### config.mk
export PLATFORM = sky130hd
export DESIGN_NAME = calc_cmd_assembler
export DESIGN_NICKNAME = d
export VERILOG_FILES = /design/src/rtl/calc_cmd_assembler.sv
export SDC_FILE = /design/constraint.sdc
export NUM_CORES = 1
export LEC_CHECK = 0
export BUFFER_PORTS_ARGS = -buffer_cell sky130_fd_sc_hd__buf_2
export CAP_MARGIN = 0
export CORE_UTILIZATION = 34
export DETAILED_ROUTE_END_ITERATION = 8
export PLACE_DENSITY_LB_ADDON = 0.12
export SKIP_LAST_GASP = 1
export SLEW_MARGIN = 10
export SYNTH_ARGS = -nofsm -noshare
export SYNTH_HDL_FRONTEND = slang
export SYNTH_SLANG_ARGS = --single-unit
### constraint.sdc
create_clock -name CLK -period 2.1 [get_ports CLK]
set_clock_uncertainty 0.2 [all_clocks]
set_input_delay 0.105 -clock CLK [delete_from_list [all_inputs] [get_ports CLK]]
set_output_delay 0.105 -clock CLK [all_outputs]
set_load 0.005 [all_outputs]
### src/rtl/calc_cmd_assembler.sv
// calc_cmd_assembler: assembles UART bytes {A, operator char, B} into one command on a valid/ready handshake.
// Ports: CLK/RST (sync, active-high); RX_VALID/RX_BYTE byte input; CMD_VALID/CMD_READY/CMD_A/CMD_B/CMD_OP command out;
// ERR/ERR_CODE one-cycle error pulse (01 bad op, 10 timeout, 11 overrun); BUSY frame in progress or skid byte held.
module calc_cmd_assembler #(
  parameter int CLK_FREQ = 50000000,
  parameter int BAUD = 9600,
  parameter int TIMEOUT_CYCLES = (CLK_FREQ / BAUD) * 20
) (
  input  logic       CLK,
  input  logic       RST,
  input  logic       RX_VALID,
  input  logic [7:0] RX_BYTE,
  output logic       CMD_VALID,
  input  logic       CMD_READY,
  output logic [7:0] CMD_A,
  output logic [7:0] CMD_B,
  output logic [1:0] CMD_OP,
  output logic       ERR,
  output logic [1:0] ERR_CODE,
  output logic       BUSY
);
  localparam int CW = $clog2(TIMEOUT_CYCLES + 1);
  typedef enum logic [1:0] {IDLE, GOT_A, GOT_OP, HOLD} state_t;
  state_t state, state_n;
  logic [7:0] a_n, b_n, pend, pend_n;
  logic [1:0] op_n, code_n, op_dec;
  logic pend_full, pend_full_n, err_n, op_ok, expire;
  logic [CW-1:0] cnt, cnt_n;
  assign op_ok = RX_BYTE inside {8'h2B, 8'h2D, 8'h78, 8'h2A, 8'h2F};
  assign op_dec = (RX_BYTE == 8'h2B) ? 2'b00 :
                  (RX_BYTE == 8'h2D) ? 2'b01 :
                  (RX_BYTE == 8'h2F) ? 2'b11 : 2'b10;
  // A byte arriving on the expiry cycle wins, so expiry requires an idle cycle.
  assign expire = (cnt == CW'(TIMEOUT_CYCLES - 1)) && !RX_VALID;
  assign CMD_VALID = (state == HOLD);
  assign BUSY = (state != IDLE) || pend_full;
  always_comb begin
    state_n = state;
    a_n = CMD_A;
    b_n = CMD_B;
    op_n = CMD_OP;
    pend_n = pend;
    pend_full_n = pend_full;
    cnt_n = '0;
    err_n = 1'b0;
    code_n = 2'b00;
    case (state)
      IDLE: begin
        if (RX_VALID) begin
          a_n = RX_BYTE;
          state_n = GOT_A;
        end
      end
      GOT_A: begin
        if (RX_VALID) begin
          op_n = op_ok ? op_dec : CMD_OP;
          state_n = op_ok ? GOT_OP : IDLE;
          err_n = !op_ok;
          code_n = op_ok ? 2'b00 : 2'b01;
        end else if (expire) begin
          err_n = 1'b1;
          code_n = 2'b10;
          state_n = IDLE;
        end else
          cnt_n = cnt + 1'b1;
      end
      GOT_OP: begin
        if (RX_VALID) begin
          b_n = RX_BYTE;
          state_n = HOLD;
        end else if (expire) begin
          err_n = 1'b1;
          code_n = 2'b10;
          state_n = IDLE;
        end else
          cnt_n = cnt + 1'b1;
      end
      HOLD: begin
        // A byte arriving with the skid slot occupied is lost, even on the transfer cycle.
        if (RX_VALID && pend_full) begin
          err_n = 1'b1;
          code_n = 2'b11;
        end
        if (CMD_READY) begin
          state_n = (pend_full || RX_VALID) ? GOT_A : IDLE;
          a_n = pend_full ? pend : RX_VALID ? RX_BYTE : CMD_A;
          pend_full_n = 1'b0;
        end else if (RX_VALID && !pend_full) begin
          pend_n = RX_BYTE;
          pend_full_n = 1'b1;
        end
      end
      default: state_n = IDLE;
    endcase
  end
  always_ff @(posedge CLK) begin
    if (RST) begin
      state <= IDLE;
      CMD_A <= '0;
      CMD_B <= '0;
      CMD_OP <= '0;
      pend <= '0;
      pend_full <= 1'b0;
      cnt <= '0;
      ERR <= 1'b0;
      ERR_CODE <= 2'b00;
    end else begin
      state <= state_n;
      CMD_A <= a_n;
      CMD_B <= b_n;
      CMD_OP <= op_n;
      pend <= pend_n;
      pend_full <= pend_full_n;
      cnt <= cnt_n;
      ERR <= err_n;
      ERR_CODE <= code_n;
    end
  end
endmodule

# Word level (Yosys, flattened, before mapping)
# Index checks and enable logic that the tools add are counted.
# word_totals
ff_bits	49
elab_cells	72
# op_classes
addsub	1
n_eq_ne	11
mux	28
bitwise_logic	2
reduce_logical	21
# ops
operator	count
8-bit by 6-bit equality test with 1-bit output, second input constant	4
2-bit two-way mux	12
8-bit two-way mux	3
17-bit by 1-bit adder with 17-bit output, second input constant	1
17-bit equality test, second input constant	1
8-bit case mux with 2 select lines	1
1-bit two-way mux	9
8-bit by 7-bit equality test with 1-bit output, second input constant	1
2-bit case mux with 4 select lines	1
2-bit AND reduction	4
2-bit case mux with 3 select lines	1
3-bit AND reduction	2
2-bit nonzero test	3
5-bit nonzero test	1
2-bit equality test, second input constant	2
4-bit OR reduction	1
1-bit logical AND	3
1-bit logical NOT	3
1-bit case mux with 3 select lines	1
2-bit by 1-bit equality test with 1-bit output, second input constant	1
2-bit logical NOT	1
1-bit logical OR	2
2-bit by 1-bit inequality test with 1-bit output, second input constant	1
2-bit inequality test, second input constant	1
2 further kinds	3

# Depth between registers and ports, before layout
# depth
depth_word	5
mapped_depth	7

# Worst setup path after synthesis
# No wires, ideal clock.
# synth_timing
path_type	register to register
from	register state[0]
to	register CMD_A[0]
setup_ns	0.135
arrival_ns	1.563
required_ns	1.765
setup_slack_ns	0.202
stages_incl_launch_ff	8
path_buffers	2
cell_sequence	dfxtp_1 > ha_1 > buf_2 > mux2_4 > a32o_2 > buf_6 > nor2_1 > a311oi_2
# synth_between
elab_chain_cells	3
elab_cells_between_ends	6
# synth_rtl
element	line	text
start: declaration	24	state_t state, state_n;
start signal: assignment	108	state <= state_n;
2-bit equality test (*)	-	
via CMD_VALID	13	output logic CMD_VALID,
2-bit by 1-bit inequality test with 1-bit output (no source line) or 2-bit nonzero test (tied branches)	-	
2-bit AND reduction (no source line)	-	
end signal: assignment	109	CMD_A <= a_n;
end: declaration	15	output logic [7:0] CMD_A,
# The timed path passes the listed nets; every way through them passes the cells marked *.
# A chain may end at the register's enable or synchronous reset.

# Worst setup path in the final report
# layout_timing
from	register state[1]
to	register CMD_A[4]
# layout_between
elab_chain_cells	3
elab_cells_between_ends	6
# layout_rtl
element	line	text
2-bit equality test or 2-bit logical NOT (tied branches)	47	case (state)
2-bit by 1-bit inequality test with 1-bit output (no source line) or 2-bit nonzero test (tied branches)	-	
2-bit AND reduction (no source line)	-	
# Parallel ways exist; a longest one is shown, timed or not.

==> summary.txt <==
Outcome
  • Status: finished, violations left
  • Violated checks: DRC

Clock tree
  • CTS tree: built
  • Max clock buf depth: 2
  • Worst skew pair latency: 0.29 ns
  • Clock sink total: 49
  • CTS H-tree lvls: 2
  • Clock-pin slew on the worst setup and hold paths: 0.08 ns
  • Clock root buffer: clkbuf_8
  • Num CTS Buffers: 5

Synthesis
  • Synthesized area per cell: 8.94 sq um
  • Sequential area share after synthesis: 0.420
  • Async SR Flop Fraction: 0
  • Post-Syn Nets: 279
  • Post-synth EDFFs: 0
  • #FFs+latches synth: 49
  • Post-Syn Instances: 261
  • Commonest register cell after synthesis: dfxtp_1
  • Synth unique cells: 50
  • Yosys warns: 0
  • Mapped cell area: 0.00233 sq mm

Setup path
  • Crit-path slowest cell: dfxtp_1
  • CP Capture Type: flop
  • CP arrival: 1.86 ns
  • CP bufs+invs: 1
  • CP Launch Type: flop
  • Crit path max-delay family: compound AO/OA/AOI/OAI gates
  • Slowest stage delay, CP: 0.37 ns
  • Worst EP required: 2.07 ns
  • CP Cell Sequence: inv_1, ha_1, mux2_4, a32o_2, nor2_1, a311oi_2
  • CP max FO: 15
  • CP Class: flop to flop

Route
  • Detailed Routing Iterations Pass 1: 6
  • Initial drt markers: 116
  • Routed WL per cell: 13.5 um
  • Vias: 1,921
  • Remaining DRCs: 5
  • Post-route ant nets: 0
  • Final wirelength: 5.18 mm
  • Vias/cell: 5.02

STA
  • Setup TNS: 0 ns
  • Setup violations, final: 0
  • Setup WS post-layout: 0.204 ns
  • Period minus WS final: 1.90 ns
  • Final Slew Violations: 0
  • Worst Tran Pin Value: 0.453 ns
  • Max-slew headroom: 0.698
  • F_max: 528 MHz
  • Final Hold Fails: 0
  • Crit share post-route: 0.903
  • RSZ-0062 raised after global routing: no

Floorplanning
  • Die width: 84.8 um
  • Core area: 0.00649 sq mm
  • Die area: 0.00720 sq mm
  • Initial core utilization: 0.359
  • IO Count: 35
  • Rows: 29
  • Die H: 84.8 um

Finish
  • Share of cells above drive strength 1: 0.212
  • Commonest non-fill, non-tap cell in the layout: dfxtp_1
  • Area Overhead vs Synth: 19.0%
  • ANT cells: 0
  • Most frequent cells in the layout: dfxtp_1 (48), nor2_1 (37), buf_2 (34)
  • Layout Nets: 324

Run
  • # Max-Cap Violations: 0

Power
  • Pwr/cell area: 613 mW/mm^2
  • Leak: 0.00105 uW
  • Peak VDD IR: 0.346 mV

Global route
  • Largest net degree at the start of global routing: 30
  • First-pass GRT wire length: 8.67 mm
  • Vias in the first global route: 1,816
  • Initial antenna violation count: 0
  • Total Routing Usage GR: 0.150
  • Grt total ovfl: 0

Place
  • Routability congestion estimate: 0.781
  • HPWL Detailed: 3.68 mm
  • Port buffer count: 34
  • Place WS: 0.165 ns

Worst hold path
  • HP Class: input port to flop
flip-flops by register name, summed over array words and instances (netlist names):
signal	cells
pend_full	1
CMD_A	8
ERR_CODE	2
state	2
ERR	1
cnt	17
CMD_B	8
CMD_OP	2
pend	8
worst min-delay path, stage by stage:
cell and delay [ns]:
buf_2 0.09, inv_1 0.12, nand2b_1 0.10, a31o_1 0.13
repair_timing:
item,4_1_cts,5_1_grt
endpoints found under the setup margin,0,2
hold buffers,10,0
resized for setup,0,1
setup buffers,0,0
endpoints found under the hold margin,28,0
cell type report:
type | count | area (sq um)
tap | 77 | 96.3
inverter | 6 | 22.5
multi-input combinational | 192 | 1260
timing repair buffer | 52 | 330
clock buffer | 7 | 86.3
sequential | 49 | 982
fill | 643 | 3720
cell usage after synthesis, drive strengths merged (3+ instances only):
cell type | number | area share
mux2i | 10 | 0.043
xnor2 | 7 | 0.026
o21ai | 6 | 0.013
buf | 8 | 0.021
nand2b | 3 | 0.0080
nand2 | 27 | 0.043
clkbuf | 6 | 0.0097
nand3 | 23 | 0.051
and4 | 4 | 0.016
inv | 6 | 0.0097
ha | 6 | 0.032
nand4 | 9 | 0.033
a311oi | 7 | 0.045
dfxtp | 49 | 0.42
xor2 | 7 | 0.026
nor3 | 4 | 0.013
a21oi | 13 | 0.028
nor2 | 37 | 0.060
worst paths after layout:
kind | startpoint | to | slack [ns] | cells after the start
setup / recovery | state[1] | CMD_A[4] | 0.20 | 6
hold / removal | RX_VALID | state[1] | 0.08 | 4
setup reg to reg | state[1] | CMD_A[4] | 0.20 | 6
hold reg to reg | CMD_OP[1] | CMD_OP[1] | 0.26 | 2
per-layer routing:
layer / track usage / wire (um)
met3: 0.0311 / 185
met1: 0.199 / 2490
met2: 0.247 / 2440
met5: 0 / 0
met4: 0.0462 / 62
logic make-up (layout without fill, tap and decap cells):
family | after synthesis | count (layout) | share of synthesized area
adders and majority gates | 6 | 6 | 0.0322
DFF | 49 | 49 | 0.420
buffers and inverters | 20 | 65 | 0.0402
AOI/OAI and AO/OA | 37 | 37 | 0.125
and+or+nand+nor | 123 | 123 | 0.276
muxes | 12 | 12 | 0.0542
xor gates and xnor gates | 14 | 14 | 0.0525
power by group:
part	switching (uW)	total, uW	internal (uW)
clock	286	548	262
combinational	106	190	84.5
sequential	12.4	963	951
total	404	1700	1300
through the flow:
step	instances	utilization	power [uW]	hold WS, ns	cell area (sq um)
3_5_place_dp	366	0.399	1160	0.152	2590
3_3_place_gp	366	0.399	1160	0.150	2590
6_report	383	0.427	1700	0.0828	2780
5_1_grt	383	0.427	1790	0.0897	2780
2_1_floorplan	261	-	1100	0.00508	2330
4_1_cts	383	0.427	1730	0.0622	2780
Note: power is estimated with default switching activity, not from simulation.
